[config.mk]
export PLATFORM = sky130hd
export DESIGN_NAME = bsg_manycore_mem_arb_ctrl
export DESIGN_NICKNAME = d
export VERILOG_FILES = /design/src/rtl/bsg_manycore_arb_pkg.sv /design/src/rtl/bsg_manycore_arb_2.sv /design/src/rtl/bsg_manycore_mem_arb_ctrl.sv
export SDC_FILE = /design/constraint.sdc
export NUM_CORES = 1
export LEC_CHECK = 0
export CAP_MARGIN = 10
export CORE_MARGIN = 1
export CORE_UTILIZATION = 38
export CTS_CLUSTER_SIZE = 10
export DETAILED_ROUTE_END_ITERATION = 6
export GPL_TIMING_DRIVEN = 0
export MAX_ROUTING_LAYER = met4
export PLACE_DENSITY = 0.8
export SYNTH_ARGS = -nofsm -noshare
export SYNTH_HDL_FRONTEND = slang
export SYNTH_SLANG_ARGS = --single-unit
[constraint.sdc]
create_clock -name clk_i -period 2.2 [get_ports clk_i]
set_input_delay 0.33 -clock clk_i [delete_from_list [all_inputs] [get_ports clk_i]]
set_output_delay 0.33 -clock clk_i [all_outputs]
set_load 0.005 [all_outputs]
[src/rtl/bsg_manycore_arb_pkg.sv]
// Shared types for the tile memory-port arbiter: arbitration modes and source encoding.
package bsg_manycore_arb_pkg;

  typedef enum logic [1:0] {
    FIXED_CORE = 2'd0,
    FIXED_NET  = 2'd1,
    RR         = 2'd2,
    RR_ALT     = 2'd3
  } bsg_manycore_arb_mode_e;

  localparam logic SRC_CORE = 1'b0;
  localparam logic SRC_NET  = 1'b1;

  function automatic logic is_fixed_mode(input bsg_manycore_arb_mode_e mode);
    return (mode == FIXED_CORE) || (mode == FIXED_NET);
  endfunction

endpackage

[src/rtl/bsg_manycore_arb_2.sv]
// Two-way (network vs core) grant logic with round-robin pointer and, when
// BSG_MANYCORE_ARB_STARVE_GUARD_EN is defined, per-side starvation counters.
module bsg_manycore_arb_2
  import bsg_manycore_arb_pkg::*;
#(
  parameter int starve_limit_p = 16
) (
  input  logic                   clk_i,
  input  logic                   reset_i,
  input  bsg_manycore_arb_mode_e mode_i,
  input  logic                   net_req_i,
  input  logic                   core_req_i,
  output logic                   net_gnt_o,
  output logic                   core_gnt_o
);

  logic last_net_q;
  logic net_win;

`ifdef BSG_MANYCORE_ARB_STARVE_GUARD_EN
  localparam int cnt_width_lp = $clog2(starve_limit_p + 1);
  localparam logic [cnt_width_lp-1:0] limit_lp = cnt_width_lp'(starve_limit_p);

  logic [cnt_width_lp-1:0] net_cnt_q, core_cnt_q;
  logic net_starved, core_starved;

  assign net_starved  = (net_cnt_q == limit_lp);
  assign core_starved = (core_cnt_q == limit_lp);

  // Counters only track losses under fixed priority; round-robin cannot starve.
  always_ff @(posedge clk_i or posedge reset_i) begin
    if (reset_i) begin
      net_cnt_q  <= '0;
      core_cnt_q <= '0;
    end else if (!is_fixed_mode(mode_i)) begin
      net_cnt_q  <= '0;
      core_cnt_q <= '0;
    end else begin
      if (net_gnt_o) net_cnt_q <= '0;
      else if (net_req_i && core_gnt_o && !net_starved) net_cnt_q <= net_cnt_q + 1'b1;
      if (core_gnt_o) core_cnt_q <= '0;
      else if (core_req_i && net_gnt_o && !core_starved) core_cnt_q <= core_cnt_q + 1'b1;
    end
  end
`endif

  always_comb begin
    // NOTE: assign a default first so every path drives net_win and no latch is inferred.
    net_win = 1'b0;
    case (mode_i)
      FIXED_CORE: net_win = 1'b0;
      FIXED_NET:  net_win = 1'b1;
      default:    net_win = !last_net_q;
    endcase
`ifdef BSG_MANYCORE_ARB_STARVE_GUARD_EN
    if (is_fixed_mode(mode_i)) begin
      if (core_starved)     net_win = 1'b0;
      else if (net_starved) net_win = 1'b1;
    end
`endif
  end

  assign net_gnt_o  = net_req_i && (!core_req_i || net_win);
  assign core_gnt_o = core_req_i && (!net_req_i || !net_win);

  // NOTE: sequential state uses non-blocking assignments so all registers update together at the edge.
  always_ff @(posedge clk_i or posedge reset_i) begin
    if (reset_i)         last_net_q <= 1'b0;
    else if (net_gnt_o)  last_net_q <= 1'b1;
    else if (core_gnt_o) last_net_q <= 1'b0;
  end

endmodule

[src/rtl/bsg_manycore_mem_arb_ctrl.sv]
// Tile-side memory-port controller: config registers, network/core arbitration and a
// one-entry registered memory stage. Optional starvation guard: BSG_MANYCORE_ARB_STARVE_GUARD_EN.
module bsg_manycore_mem_arb_ctrl
  import bsg_manycore_arb_pkg::*;
#(
  parameter int data_width_p   = 32,
  parameter int addr_width_p   = 10,
  parameter int starve_limit_p = 16,
  parameter int cnt_width_p    = 8
) (
  input  logic                       clk_i,
  input  logic                       reset_i,
  input  logic                       net_v_i,
  input  logic                       net_remote_store_i,
  input  logic                       net_freeze_i,
  input  logic                       net_unfreeze_i,
  input  logic                       net_arb_cfg_i,
  input  logic                       net_unknown_i,
  input  logic [data_width_p-1:0]    net_data_i,
  input  logic [addr_width_p-1:0]    net_addr_i,
  input  logic [(data_width_p>>3)-1:0] net_mask_i,
  output logic                       net_yumi_o,
  input  logic                       core_v_i,
  input  logic                       core_w_i,
  input  logic [addr_width_p-1:0]    core_addr_i,
  input  logic [data_width_p-1:0]    core_data_i,
  input  logic [(data_width_p>>3)-1:0] core_mask_i,
  output logic                       core_yumi_o,
  output logic                       mem_v_o,
  output logic                       mem_w_o,
  output logic [addr_width_p-1:0]    mem_addr_o,
  output logic [data_width_p-1:0]    mem_data_o,
  output logic [(data_width_p>>3)-1:0] mem_mask_o,
  output logic                       mem_src_o,
  input  logic                       mem_yumi_i,
  output logic                       freeze_o,
  output logic [1:0]                 arb_mode_o,
  output logic [cnt_width_p-1:0]     unknown_cnt_o
);

  logic                   freeze_q;
  bsg_manycore_arb_mode_e arb_mode_q;
  logic [cnt_width_p-1:0] unknown_cnt_q;

  logic net_store, cfg_freeze, cfg_unfreeze, cfg_arb, cfg_unknown, cfg_v;
  logic stage_open, net_gnt, core_gnt;

  // Decode flags are resolved by priority in case more than one is set.
  assign net_store    = net_v_i && net_remote_store_i;
  assign cfg_freeze   = net_v_i && !net_remote_store_i && net_freeze_i;
  assign cfg_unfreeze = net_v_i && !net_remote_store_i && !net_freeze_i && net_unfreeze_i;
  assign cfg_arb      = net_v_i && !net_remote_store_i && !net_freeze_i && !net_unfreeze_i
                        && net_arb_cfg_i;
  assign cfg_unknown  = net_v_i && !net_remote_store_i && !net_freeze_i && !net_unfreeze_i
                        && !net_arb_cfg_i && net_unknown_i;
  assign cfg_v        = cfg_freeze || cfg_unfreeze || cfg_arb || cfg_unknown;

  assign stage_open = !mem_v_o || mem_yumi_i;

  bsg_manycore_arb_2 #(.starve_limit_p(starve_limit_p)) arb (
    .clk_i      (clk_i),
    .reset_i    (reset_i),
    .mode_i     (arb_mode_q),
    .net_req_i  (net_store && stage_open),
    .core_req_i (core_v_i && !freeze_q && stage_open),
    .net_gnt_o  (net_gnt),
    .core_gnt_o (core_gnt)
  );

  // Config packets drain regardless of the memory stage.
  assign net_yumi_o  = !reset_i && (net_gnt || cfg_v);
  assign core_yumi_o = core_gnt;

  always_ff @(posedge clk_i or posedge reset_i) begin
    if (reset_i) begin
      freeze_q      <= 1'b1;
      arb_mode_q    <= RR;
      unknown_cnt_q <= '0;
    end else begin
      if (cfg_freeze)   freeze_q <= 1'b1;
      if (cfg_unfreeze) freeze_q <= 1'b0;
      if (cfg_arb)      arb_mode_q <= bsg_manycore_arb_mode_e'(net_data_i[1:0]);
      if (cfg_unknown && (unknown_cnt_q != '1)) unknown_cnt_q <= unknown_cnt_q + 1'b1;
    end
  end

  always_ff @(posedge clk_i or posedge reset_i) begin
    if (reset_i) begin
      mem_v_o    <= 1'b0;
      mem_w_o    <= 1'b0;
      mem_addr_o <= '0;
      mem_data_o <= '0;
      mem_mask_o <= '0;
      mem_src_o  <= SRC_CORE;
    end else if (net_gnt) begin
      mem_v_o    <= 1'b1;
      mem_w_o    <= 1'b1;
      mem_addr_o <= net_addr_i;
      mem_data_o <= net_data_i;
      mem_mask_o <= net_mask_i;
      mem_src_o  <= SRC_NET;
    end else if (core_gnt) begin
      mem_v_o    <= 1'b1;
      mem_w_o    <= core_w_i;
      mem_addr_o <= core_addr_i;
      mem_data_o <= core_data_i;
      mem_mask_o <= core_mask_i;
      mem_src_o  <= SRC_CORE;
    end else if (mem_yumi_i) begin
      mem_v_o    <= 1'b0;
    end
  end

  assign freeze_o      = freeze_q;
  assign arb_mode_o    = arb_mode_q;
  assign unknown_cnt_o = unknown_cnt_q;

endmodule

Word-level counts from Yosys, hierarchy flattened
Index checks and enable logic that the tools add are counted.
{ "totals": {"inputBits": 103, "ram_bits": 0, "memories": 0, "wordCells": 66, "mem_bits_ro": 0, "latchBits": 0, "reg_bits": 60, "out_inout_bits": 62} }
{ "classes": {"mux": 16, "n_bitwise": 0, "addsub": 1, "n_eq_ne": 2, "magnitude_cmp": 0, "mul": 0, "shifts": 0, "n_reduce_logical": 38, "n_div": 0} }
{ "ops": {"columns": ["op", "n"], "rows": [
  ["two-way mux 32 bit", 2],
  ["two-way mux 10 bit", 2],
  ["logical AND 1 bit", 16],
  ["logical NOT 1 bit", 11],
  ["two-way mux 1 bit", 9],
  ["adder 8 x 1 -> 8 bit, second input constant", 1],
  ["two-way mux 4 bit", 2],
  ["inequality test 8 bit, second input constant", 1],
  ["logical OR 1 bit", 7],
  ["nonzero test 2 bit", 2],
  ["nonzero test 3 bit", 1],
  ["equality test 2 x 1 -> 1 bit, second input constant", 1],
  ["logical NOT 2 bit", 1],
  ["case mux 1 bit (2 select lines)", 1]
]} }

Longest topological paths before layout
Gate-level depths: netlist of the first run.
{ "logic_depth": {"ltp_word": 9, "ltp_mapped": 6, "mapped_depth_nobuf": 5} }

Hierarchy
Synthesis of the first run repeated with hierarchy kept, for this count alone.
{ "unflattened": {"hier_cells": 277, "area_unflattened_um2": 2905.3} }
{ "modules_own_cells": {"columns": ["module", "area_per_inst_um2", "cells_each", "seq_area_each_um2", "n_inst"], "rows": [
  ["bsg_manycore_mem_arb_ctrl", 2824.0, 267, 1503.9, 1],
  ["bsg_manycore_arb_2", 81.3, 10, 25.0, 1]
]} }

Worst setup path before layout of the first run
Ideal clock, no wire load.
{ "synth_timing": {"path_kind": "register to register", "start": "register freeze_q, in the netlist freeze_o", "end": "register mem_addr_o[8]", "t_required_ns": 2.077, "setup_ns": 0.123, "path_buffers": 2, "slack_ns": 0.664, "period_less_slack_ns": 1.536, "stages_incl_launch_ff": 7, "arrival_ns": 1.413, "cell_sequence": "dfstp_2 -> nand2b_1 -> nor2b_1 -> a21o_1 -> buf_4 -> buf_6 -> o221a_2"} }
{ "synth_via": {"elab_chain_cells": 7} }
{ "synth_rtl": {"columns": ["item", "line_no", "text"], "rows": [
  ["from (decl)", "bsg_manycore_mem_arb_ctrl.sv:41", "logic freeze_q;"],
  ["from (signal assigned)", "bsg_manycore_mem_arb_ctrl.sv:76", "freeze_q <= 1'b1;"],
  ["from (signal assigned)", "bsg_manycore_mem_arb_ctrl.sv:80", "if (cfg_freeze) freeze_q <= 1'b1;"],
  ["from (signal assigned)", "bsg_manycore_mem_arb_ctrl.sv:81", "if (cfg_unfreeze) freeze_q <= 1'b0;"],
  ["logical NOT 1 bit *", "bsg_manycore_mem_arb_ctrl.sv:65", ".core_req_i (core_v_i && !freeze_q && stage_open),"],
  ["logical AND 1 bit * (2 in a row)", "bsg_manycore_mem_arb_ctrl.sv:65", null],
  ["logical NOT 1 bit", "bsg_manycore_arb_2.sv:63", "assign net_gnt_o = net_req_i && (!core_req_i || net_win);"],
  ["logical OR 1 bit", "bsg_manycore_arb_2.sv:63", null],
  ["logical AND 1 bit", "bsg_manycore_arb_2.sv:63", null],
  ["two-way mux 10 bit or nonzero test 2 bit (tied branches)", null, null],
  ["to (signal assigned)", "bsg_manycore_mem_arb_ctrl.sv:98", "mem_addr_o <= net_addr_i;"],
  ["to (signal assigned)", "bsg_manycore_mem_arb_ctrl.sv:105", "mem_addr_o <= core_addr_i;"],
  ["to (decl)", "bsg_manycore_mem_arb_ctrl.sv:31", "output logic [addr_width_p-1:0] mem_addr_o,"]
]} }
Mark *: on every way between the ends. The rest lies on a longest branch, timed or not.
A chain may end at the register's enable or synchronous reset.

Worst setup path in the final report of the first run
{ "layout_timing": {"start": "input port net_freeze_i", "end": "output port net_yumi_o"} }
{ "layout_via": {"elab_chain_cells": 8} }
{ "layout_rtl": {"columns": ["item", "line_no", "text"], "rows": [
  ["from (decl)", "bsg_manycore_mem_arb_ctrl.sv:15", "input logic net_freeze_i,"],
  ["logical NOT 1 bit", "bsg_manycore_mem_arb_ctrl.sv:51, bsg_manycore_mem_arb_ctrl.sv:52, bsg_manycore_mem_arb_ctrl.sv:54", null],
  ["logical AND 1 bit", "bsg_manycore_mem_arb_ctrl.sv:51, bsg_manycore_mem_arb_ctrl.sv:52, bsg_manycore_mem_arb_ctrl.sv:54", null],
  ["logical AND 1 bit (on tied branches)", "bsg_manycore_mem_arb_ctrl.sv:51, bsg_manycore_mem_arb_ctrl.sv:52, bsg_manycore_mem_arb_ctrl.sv:54", null],
  ["logical OR 1 bit (tied with other cells)", "bsg_manycore_mem_arb_ctrl.sv:56", "assign cfg_v = cfg_freeze || cfg_unfreeze || cfg_arb || cfg_unknown;"],
  ["logical OR 1 bit or logical AND 1 bit (tied branches)", "bsg_manycore_mem_arb_ctrl.sv:56, bsg_manycore_mem_arb_ctrl.sv:55", null],
  ["logical OR 1 bit *", "bsg_manycore_mem_arb_ctrl.sv:56", null],
  ["logical OR 1 bit *", "bsg_manycore_mem_arb_ctrl.sv:71", "assign net_yumi_o = !reset_i && (net_gnt || cfg_v);"],
  ["logical AND 1 bit *", "bsg_manycore_mem_arb_ctrl.sv:71", null],
  ["to (decl)", "bsg_manycore_mem_arb_ctrl.sv:22", "output logic net_yumi_o,"]
]} }
Marked as above.

==> run summary, run 1 <==
The run finished with clean final reports. The setup slack of the worst register-to-register path came out at ~0.10 ns. Ranked by total cell area, the synthesized netlist is headed by sky130_fd_sc_hd__dfrtp_1 51%, sky130_fd_sc_hd__o221a_2 17%, sky130_fd_sc_hd__or2_2 9.4%.

The fraction of the cycle the final worst path needs came out at a little over nine tenths. met2 is the most crowded layer. The data arrival time of the critical path came out at 1.78 ns. The iteration count of the initial detailed-routing pass is 4. The clock net sink count came out at 60. The slew at the pin with the worst max-slew slack came out at approximately 0.7 ns. By startpoint and endpoint, the worst setup path is classified as input port to output port. For this run, global-route usage on met3 was measured as 5.50%.

The count of buffers added on input and output ports is 164. The maximum vdd drop came out at 0.503 mV. The count of warnings emitted by yosys is 0.

The die footprint is 0.00785 mm². In the routed layout, each cell is associated on average with a via count of 5.10. The first routing iteration left 85 violations. The fraction of met1 tracks used by global routing came out at 27.0%. The number of levels the H-tree was split into came out at 3. Summed over all cells, the static leakage comes to about 0.0020 µW.

The root buffer cell chosen for the clock tree is sky130_fd_sc_hd__clkbuf_8. On the critical path the largest part of the delay comes from buffers and inverters. For this design the ratio of total power to cell area is 826 mW/mm². Once detailed placement completed, the half-perimeter wirelength came to 6440 µm. The met2 usage in global routing is 36.4%.

The maximum clock insertion buffer count is 2. For this run, the leading register cell type out of synthesis is sky130_fd_sc_hd__dfrtp_1. The final count of hold timing violations came to 0. The post-route cell area is 0.00493 mm². The placer's final routability congestion estimate is 0.799. The longest individual stage delay on the worst path is 0.46 ns. The number of synthesized flops with an enable pin is 0. The post-placement cell count is 490.

The first global-routing pass estimated 12800 µm of wire. The number of standard cells in the final layout excluding fillers is 510. The setup-violating endpoint count in the final report came out at 0.

The via count is 2599. Ranked by instance count, the synthesized netlist is headed by 58 x sky130_fd_sc_hd__dfrtp_1, 44 x sky130_fd_sc_hd__o221a_2, 43 x sky130_fd_sc_hd__or2_2. The portion of the post-synthesis area used by sequential elements came out at 52.8%. The buffer and inverter count on the worst path is 2. Dividing the detail-routed wire length by the instance count gives about 17 µm. The number of placement rows is 31. The floorplan die width came out at 88.6 µm.

After clock tree synthesis, the clock-pin slew on the worst setup and hold paths is 0.07 ns. The number of nets handed over by synthesis was 330. The total global routing overflow came out at 0. Setup repair after global routing left no endpoint under its margin.

The all-layer global routing usage came out at 22.5%. The vertical die dimension came out at 88.6 µm. The synthesized design spends more area on one cell type than any other, namely sky130_fd_sc_hd__dfrtp_1. The number of distinct library cell variants in the gate-level netlist after synthesis came out at 42.

Counting flops with an async set or reset pin after synthesis yields a share of 100%. The count of max-cap constraint violations is 0. The final net count came out at 510. The proportion of layout cells with a drive suffix above 1 is 34.5%. The CTS tree is built. The synthesized netlist occupies a cell area of about 0.0028 mm². Once the floorplan was initialized, standard cells occupied 39.3% of the core. The core area came out at 0.00725 mm². The synthesis-to-layout area growth is 73.1%. The initial antenna violation count came out at 0. STA classifies the critical path startpoint as an input port.

The mean post-synth cell area is between 10 and 15 µm². The largest net degree at the start of global routing is 33. Along the worst path, the maximum fanout reaches 5. The worst clock skew on the final layout came out at 0.00938 ns.

The total routed wirelength is 8540 µm. After detailed routing, the number of remaining DRC violations is 0. The max-slew violation total from the final report was 0. The post-route antenna net violation count came out at 0. The worst-skew pair later-pin latency is 0.34 ns. STA classifies the critical path endpoint as an output port. The path class of the tightest hold or removal check is input port to asynchronous set/reset pin. The data required time of the worst path came out at about 1.9 ns. Synthesis handed over a netlist of 226 instances. The share of synthesized area in the top cell type comes to 50.9%. The number of global-route vias before repair came out at 2698. The achievable frequency is 474 MHz. The instance area at placement is 0.00463 mm².

The flip-flop and latch count after synthesis is 60. The critical path goes through clkdlybuf4s50_1 > or3_4 > o21ai_0 > a21oi_1 > dlygate4sd2_1. In this run the count of I/O pins placed on the die edge is 165. The most frequent cell after synthesis is sky130_fd_sc_hd__dfrtp_1. Headroom to the max-slew limit came out at 52.4%. For this design, the slowest cell found on the critical path is sky130_fd_sc_hd__or3_4. The worst path in the final design needs a cycle of 2.11 ns, including I/O delays and setup.

The number of antenna cells inserted came out at 0. Clock tree synthesis inserted a total of 9 buffers.
-- routing by layer --
metal  share of wire, %  vias to the layer above
met1                 43                     1256
li1                   -                     1210
met4                2.2                        0
met3                6.6                       18
met2                 49                      115
met5                  0                        -
-- power by group --
group          internal, µW  total (µW)  switching [µW]
logic                   999        1450             447
clock network           698        1130             427
registers              1360        1500             142
total                  3060        4070            1020
-- sequential cells by signal, indices dropped and copies added, names as in the netlist --
signal	cells
freeze_o	1
unknown_cnt_o	8
mem_src_o	1
arb_mode_o	2
mem_mask_o	4
mem_addr_o	10
mem_w_o	1
mem_v_o	1
mem_data_o	32
-- what timing repair did --
item,CTS,global route
resized for setup,9,2
pin swaps,1,0
endpoints found under the setup margin,2,1
setup buffers,7,0
hold buffers,0,0
-- path summary, 6_finish.rpt --
| kind | cells after the start | from | to |
|---|---|---|---|
| setup / recovery | 5 | net_freeze_i | net_yumi_o |
| hold / removal | 2 | reset_i | unknown_cnt_o[1]$_DFFE_PP0P_ |
| setup reg to reg | 8 | arb_mode_o[1]$_DFFE_PP1P_ | mem_data_o[30]$_DFFE_PP0P_ |
| hold reg to reg | 1 | mem_w_o$_DFFE_PP0P_ | mem_w_o$_DFFE_PP0P_ |
| max in group asynchronous | 3 | reset_i | mem_data_o[19]$_DFFE_PP0P_ |
| min in group clk_i | 1 | mem_w_o$_DFFE_PP0P_ | mem_w_o$_DFFE_PP0P_ |
-- cell families (layout without fill, tap and decap cells) --
kind of cell    Yosys count  in the layout  share of synthesized area, %
mux                       7              7                          2.81
simple gates             77             77                          17.8
buf+inv                  21            206                          4.43
compound gates           59             59                          21.4
fa+ha+maj                 1              1                         0.439
flops                    60             60                          52.8
xor+xnor                  1              1                         0.307
-- worst register-to-register path: stages, from the launching register on --
cell and delay [ns]:
sky130_fd_sc_hd__dfstp_2 0.57, sky130_fd_sc_hd__mux2i_4 0.25, sky130_fd_sc_hd__buf_6 0.12, sky130_fd_sc_hd__o21ai_4 0.06
sky130_fd_sc_hd__buf_4 0.18, sky130_fd_sc_hd__buf_4 0.18, sky130_fd_sc_hd__buf_4 0.14, sky130_fd_sc_hd__buf_2 0.18
sky130_fd_sc_hd__o221a_2 0.29
-- area by class of cell --
cell class	instances	area (µm²)
buffer	13	91.3
clock buffer	12	155
clock inverter	4	72.6
fill	587	2320
inverter	6	22.5
multi-input combinational	145	1250
sequential	60	1500
tap	99	124
timing repair buffer	171	1710
-- cell usage in the layout (no fill, tap or decap), drive strengths merged --
cell type / count
nor4: 2
dfrtp: 58
dfstp: 2
nand2: 7
o21ai: 3
clkdlybuf4s50: 162
inv: 6
nor2: 4
o22a: 1
a31oi: 1
clkinvlp: 1
dlygate4sd2: 2
nand3: 8
clkbuf: 14
nand2b: 2
nor2b: 2
mux2i: 2
ha: 1
nand3b: 1
or2b: 1
clkinv: 1
a21boi: 2
a21oi: 2
a22o: 1
o221a: 46
a21o: 1
or2: 46
nor3: 1
o21a: 2
buf: 18
and4: 2
or3: 1
bufinv: 2
mux2: 5
xnor2: 1
-- through the flow --
step / power (µW) / setup WS, ns / utilization [%] / hold slack [ns] / setup TNS (ns)
2_1_floorplan: 2070 / 0.389 / - / 0.474 / 0
6_report: 4070 / 0.0894 / 68.0 / 0.463 / 0
4_1_cts: 4130 / 0.0408 / 67.9 / 0.480 / 0
3_3_place_gp: 2870 / -0.791 / 63.6 / 0.470 / -46.67
5_1_grt: 4290 / 0.00886 / 68.0 / 0.512 / 0
3_5_place_dp: 2930 / -0.280 / 63.9 / 0.481 / -0.512
(Power assumes the default switching activity.)
==> run 2, diff against run 1 <==
Settings changed: GPL_TIMING_DRIVEN 0 to 1, PLACE_DENSITY 0.8 to 0.86, SLEW_MARGIN set to 20.
==> run summary, run 2 (synthesis gave the netlist of run 1 again) <==
The run finished with clean final reports. The standby leakage power was 0.00196 µW (-1.8%). The met2 layer wire length in the routed design came to 4170 µm (+0.48%). The worst clock skew on the final layout came out at 0.00879 ns (-0.000589 ns).

The setup slack of the worst register-to-register path was 0.36 ns (+0.26 ns). The floorplan die width came out at 88.6 µm (unchanged). The DRC violation count after routing came out at 0 (unchanged). The largest net degree at the start of global routing came out at 61 (+85%). The data arrival time of the critical path is 1.82 ns (+0.04 ns). The critical path's most frequent cell is sky130_fd_sc_hd__clkdlybuf4s50_1. By startpoint and endpoint, the worst setup path is classified as input port to output port. In this run the worst hold path is classified as input port to asynchronous set/reset pin. Among cell families on the critical path, the largest total delay comes from buffers and inverters. The count of max-cap constraint violations came out at 0 (unchanged). The count of cells along the worst register-to-register path was 4 (-4). The power density over the cells is 843 mW/mm² (+2.0%).

The worst setup path is launched from an input port. The flip-flop count of the largest register after layout came out at 32 (unchanged). The die footprint came to 0.00785 mm² (unchanged). The data required time of the worst path is 1.87 ns (about the same). The vertical die dimension was 88.6 µm (unchanged). The endpoint kind of the worst setup timing path is an output port. The most common cell after layout, fill and taps aside is sky130_fd_sc_hd__clkdlybuf4s50_1. The slew at the pin with the worst max-slew slack is 0.549 ns (-0.164 ns). The clock net sink count came out at 60 (unchanged).

The top cell types in the final layout, fill and taps aside, are 163 x sky130_fd_sc_hd__clkdlybuf4s50_1, 58 x sky130_fd_sc_hd__dfrtp_1, 44 x sky130_fd_sc_hd__o221a_2. The longest individual stage delay on the worst path came out at 0.50 ns (+0.04 ns). The synthesis-to-layout area growth came out at 71.4%. The total CTS buffers came out at 9 (unchanged). The post-route minimum period is 2.15 ns (+0.0418 ns). The iteration count of the initial detailed-routing pass came out at 4 (unchanged). The maximum vdd drop is 0.418 mV (-17%).

The number of placement rows came to 31 (unchanged). The highest layer touched by signal routing is met4. The library cell contributing the largest single delay on the critical path is sky130_fd_sc_hd__clkdlybuf4s50_1. The number of levels the H-tree was split into is 3 (unchanged). The register bank with the most flops is mem_data_o. The initial antenna violation count came out at 0 (unchanged). The number of buffers added on ports was 164 (unchanged). TritonCTS built the clock tree. The via count came to 2585 (-0.54%). The post-CTS setup buffer count is 0 (-7). The quantity of hold-fixing buffers added after cts is 0 (unchanged). The worst-skew pair later-pin latency came to 0.33 ns (about the same). The core area was 0.00725 mm² (unchanged). The post-route antenna net violation count came to 0 (unchanged).

The wire length of the first global-routing pass is 12500 µm (-1.9%). The routed length on met1 came out at 3490 µm (-4.1%). The fraction of the cycle the final worst path needs is 97.8% (+1.9 points). The final count of hold timing violations came out at 0 (unchanged). The number of global-route vias before repair is 2594 (-3.9%).

The initial standard-cell utilization of the core is 39.3% (unchanged). The number of cells on the critical path is 7 (+2). The violation count after the first detailed-route iteration is 129 (+52%). The maximum clock insertion buffer count is 2 (unchanged). The achievable frequency came out at 465 MHz (-1.9%). The routed length on met3 is 619 µm (+10%).

The total power after layout is 4110 µW (+1.0%). Setup repair after global routing left no endpoint under its margin. The half-perimeter wire length after detailed placement came out at 6000 µm (-6.8%). The clock-pin transition on the worst setup and hold timing paths is 0.08 ns (about the same). The number of antenna cells inserted came out at 0 (unchanged). Walking the worst path, the cells encountered are clkdlybuf4s50_1 > nand2b_4 > nor2b_1 > buf_4 > o21ai_4 > inv_1 > clkdlybuf4s50_1. The tightest slew margin relative to the limit came to 63.4% (+11 points). The proportion of layout cells with a drive suffix above 1 is 33.5% (-1.1 points). The all-layer global routing usage is 21.8% (-0.69 points). The final net count was 502 (-1.6%). The total routed wirelength came out at 8440 µm (-1.2%). The total global routing overflow is 0 (unchanged).

The setup-violating endpoint count in the final report came out at 0 (unchanged). The placer's final routability congestion estimate came out at 0.843 (+5.5%). The summed negative setup slack over all endpoints came to 0 ns (unchanged).

The startpoint of the worst register-to-register path is arb_mode_o[1]$_DFFE_PP1P_. The root buffer cell is sky130_fd_sc_hd__clkbuf_8. The max-slew violation total from the final report is 0 (unchanged).

The reg-to-reg endpoint is mem_data_o[3]$_DFFE_PP0P_. The routed via count divided by cell count came out at 5.15 (+1.0%). The buffer and inverter count on the worst path came to 4 (+2). The top-level I/O count is 165 (unchanged). The routed length per instance is 16.8 µm (+0.38%). The highest fanout seen on the critical path is 4 (-1).
[run 2: cell types whose count changed in the layout (fill, tap and decap cells not counted), sizes merged]
| cell | change |
|---|---|
| clkinv | +1 |
| clkdlybuf4s50 | +1 |
| clkinvlp | +1 |
| bufinv | +1 |
| clkbuf | -5 |
| buf | -6 |
| dlygate4sd2 | -1 |
[run 2: cell type report]
type	count	area [µm²]
Fill cell	546	2370
Timing Repair Buffer	176	1740
Sequential cell	60	1500
Multi-Input combinational cell	145	1250
Clock buffer	9	124
Tap cell	99	124
Clock inverter	7	115
Inverter	6	22.5
[run 2: per-stage QoR]
stage | instances | area, µm² | utilization, % | setup slack (ns) | hold WS, ns
2_1_floorplan | 226 | 2850 | - | 0.389 | 0.474
3_3_place_gp | 486 | 4620 | 63.8 | 0.0383 | 0.472
3_5_place_dp | 486 | 4620 | 63.8 | 0.0280 | 0.482
4_1_cts | 502 | 4870 | 67.2 | 0.0219 | 0.433
5_1_grt | 502 | 4880 | 67.3 | 0.0176 | 0.454
6_report | 502 | 4880 | 67.3 | 0.0476 | 0.424
[run 2: layer usage]
metal  global-route usage [%]  up-vias
met4                     8.50        0
met3                     4.66       16
met1                     25.1     1254
li1                         -     1196
met2                     37.3      119
met5                        -        -
[run 2: worst max-delay path by stage]
stage                                   start                        end
floorplan                             reset_i  arb_mode_o[0]$_DFFE_PP0P_
global placement                   mem_yumi_i                 net_yumi_o
detailed placement               net_freeze_i                 net_yumi_o
CTS                 arb_mode_o[1]$_DFFE_PP1P_                core_yumi_o
global route                       mem_yumi_i                core_yumi_o
finish                             mem_yumi_i                core_yumi_o
[run 2: worst reg2reg max path, delay by kind of cell (launching register included)]
family,cells,cell delay [ns]
DFF,1,0.57
buffers and inverters,1,0.42
muxes,1,0.28
AOI/OAI and AO/OA,2,0.51
[run 2: repair_timing]
item,CTS,global route
cloned,0,0
setup endpoints to repair,2,1
resized for setup,3,1
[run 2: report_power, final]
| part | total [µW] | internal (µW) | switching [µW] |
|---|---|---|---|
| logic | 1400 | 973 | 431 |
| clock network | 1200 | 748 | 454 |
| registers | 1510 | 1360 | 149 |
==> run 3, diff against run 2 <==
--- a/config.mk
+++ b/config.mk
@@ -6,5 +6,5 @@
 export NUM_CORES = 1
 export LEC_CHECK = 0
-export CAP_MARGIN = 10
+export CAP_MARGIN = 30
 export CORE_MARGIN = 1
 export CORE_UTILIZATION = 38
==> constraint.sdc (replaced) <==
create_clock -name clk_i -period 2.2 [get_ports clk_i]
set_input_delay 0.22 -clock clk_i [delete_from_list [all_inputs] [get_ports clk_i]]
set_output_delay 0.22 -clock clk_i [all_outputs]
set_load 0.005 [all_outputs]
==> run summary, run 3 (synthesis gave the netlist of run 1 again) <==
The total power after layout is 4000 µW (-2.7%). The worst-skew pair later-pin latency is 0.32 ns (about the same). The register bank with the most flops is mem_data_o. The worst clock skew on the final layout is 0.0114 ns (+0.00263 ns). The flip-flop count of the largest register after layout is 32 (unchanged). The top-level I/O count was 165 (unchanged). The total global routing overflow came out at 0 (unchanged). The count of max-cap constraint violations came out at 0 (unchanged). The proportion of layout cells with a drive suffix above 1 came out at 32.9% (-0.58 points). The share of power burned in the clock network came out at 27.8% (-1.4 points). The initial standard-cell utilization of the core is 39.3% (unchanged).

The number of buffers added on ports came to 164 (unchanged). The post-route minimum period came out at 2.06 ns (-0.0965 ns). The clock-pin transition on the worst setup and hold timing paths came out at 0.07 ns (about the same). The largest net degree at the start of global routing is 47 (-23%). The quantity of hold-fixing buffers added after cts came out at 0 (unchanged). The data required time of the worst path came out at 1.98 ns (+0.11 ns). The post-route antenna net violation count is 0 (unchanged). The total internal power came out at 3020 µW (-1.9%). The max-slew violation total from the final report is 0 (unchanged). The run finished with clean final reports. The proportion of power drawn by combinational gates is 34.7% (+0.6 points).

The setup-violating endpoint count in the final report came out at 0 (unchanged). The maximum clock insertion buffer count came to 2 (unchanged). The switching part of the total power came to 24.5% (-0.60 points). The data arrival time of the critical path is 1.84 ns (+0.02 ns). Relative to the synthesized area, the layout overhead comes to 69.8%. The floorplan die width is 88.6 µm (unchanged). The wire length of the first global-routing pass came out at 12200 µm (-2.4%). The total routed wirelength came out at 8150 µm (-3.4%). The half-perimeter wire length after detailed placement is 6070 µm (+1.2%). The worst setup path is captured at an output port.

The placer's final routability congestion estimate came out at 0.870 (+3.2%). The share of total power in sequential cells came to 37.5% (+0.9 points). The root buffer cell is sky130_fd_sc_hd__clkbuf_8. The standby leakage power came out at 0.00195 µW (-0.31%). The core area came out at 0.00725 mm² (unchanged). The fraction of the cycle the final worst path needs is 93.5% (-4.4 points). The library cell used most frequently in the layout, excluding fill and tap cells, is sky130_fd_sc_hd__clkdlybuf4s50_1.

The DRC violation count after routing came to 0 (unchanged). The vertical die dimension came out at 88.6 µm (unchanged). The final count of hold timing violations is 0 (unchanged). The net switching power came out at 982 µW (-5.0%).

The number of placement rows was 31 (unchanged). The tightest slew margin relative to the limit came out at 66.0% (+2.6 points). The routed via count divided by cell count came out at 5.08 (-1.3%). The total CTS buffers is 9 (unchanged).

The CTS tree is built. The power density over the cells was 828 mW/mm² (-1.8%). The all-layer global routing usage is 21.2% (-0.64 points).

The violation count after the first detailed-route iteration is 75 (-42%). The worst setup path is launched from a flop. The tightest min-delay check is of the input port to asynchronous set/reset pin type.

The highest fanout seen on the critical path was 3 (-1). The number of antenna cells inserted came to 0 (unchanged). The number of global-route vias before repair came out at 2548 (-1.8%). The routed length per instance came to 16.3 µm (-3.1%).

The initial antenna violation count came to 0 (unchanged). The iteration count of the initial detailed-routing pass came out at 4 (unchanged). The slew at the pin with the worst max-slew slack came out at 0.509 ns (-0.0394 ns). The number of levels the H-tree was split into is 3 (unchanged). The worst setup path is of the flop to output port kind. The final net count is 500 (-0.40%).

The die footprint came out at 0.00785 mm² (unchanged). In the layout the commonest cells are 163 x sky130_fd_sc_hd__clkdlybuf4s50_1, 58 x sky130_fd_sc_hd__dfrtp_1, 44 x sky130_fd_sc_hd__o221a_2. The via count is 2542 (-1.7%). The final-layout fill cell count came out at 564 (+3.3%). The clock net sink count came out at 60 (unchanged).

The summed negative setup slack over all endpoints is 0 ns (unchanged). The achievable frequency came out at 486 MHz (+4.7%). Setup repair after global routing left no endpoint under its margin. The maximum vdd drop came out at 0.423 mV (+1.3%).
==> run 3: changes by cell type in the layout (fill, tap and decap cells not counted), sizes merged <==
cell	delta
dlygate4sd2	-1
dlymetal6s2s	+1
buf	-2
clkinv	-1
clkbuf	+3
bufinv	-1
clkinvlp	-1
==> run 3: power by group through the flow <==
stage	Clock, µW	Sequential (µW)	Combinational (µW)
6_report	1110	1500	1390
5_1_grt	1190	1530	1500
4_1_cts	1140	1500	1400
3_5_place_dp	0	1520	1390
3_3_place_gp	0	1510	1360
2_1_floorplan	0	1520	548
==> run 3: final cells by class <==
type	count	area [µm²]	share of cell area, %
clock buffer	12	155	3.21
clock inverter	4	72.6	1.50
inverter	6	22.5	0.465
multi-input combinational	145	1240	25.7
sequential	60	1500	31.1
tap	99	124	2.56
timing repair buffer	174	1720	35.5
==> run 3: worst max-delay path, cell delays in order (launching register included) <==
cell	delay [ns]
sky130_fd_sc_hd__dfstp_2	0.56
sky130_fd_sc_hd__mux2i_2	0.32
sky130_fd_sc_hd__o21ai_4	0.08
sky130_fd_sc_hd__inv_1	0.06
sky130_fd_sc_hd__clkdlybuf4s50_1	0.51
==> run 3: metal layers <==
layer,global-route usage (%),routed length [µm],vias to the layer above
met3,4.38,516,16
met1,26.2,3360,1221
met4,8.21,146,0
li1,-,-,1194
met5,-,0,-
met2,34.1,4130,111
==> run 3: path summary, 6_finish.rpt <==
| check | startpoint | end | slack, ns | cells after the start |
|---|---|---|---|---|
| min in group clk_i | mem_w_o$_DFFE_PP0P_ | mem_w_o$_DFFE_PP0P_ | 0.50 | 1 |
| max in group asynchronous | reset_i | mem_data_o[12]$_DFFE_PP0P_ | 1.20 | 3 |
| setup / recovery | arb_mode_o[1]$_DFFE_PP1P_ | core_yumi_o | 0.14 | 4 |
| hold reg to reg | mem_w_o$_DFFE_PP0P_ | mem_w_o$_DFFE_PP0P_ | 0.50 | 1 |
| setup reg to reg | arb_mode_o[1]$_DFFE_PP1P_ | mem_mask_o[2]$_DFFE_PP0P_ | 0.31 | 4 |
| hold / removal | reset_i | unknown_cnt_o[4]$_DFFE_PP0P_ | 0.29 | 2 |
==> run 3: through the flow <==
stage	worst slack, ns	cell area [µm²]	instances	hold slack (ns)	utilization [%]
finish	0.144	4840	500	0.295	66.7
global route	0.0962	4840	500	0.328	66.7
floorplan	0.499	2850	226	0.364	-
detailed placement	0.165	4600	484	0.489	63.4
CTS	0.00314	4820	500	0.291	66.5
global placement	0.175	4600	484	0.470	63.4
==> run 3: timing repair <==
action / CTS / global route
endpoints found under the setup margin: 0 / 1
buffers inserted: 0 / 0
resized for setup: 0 / 3
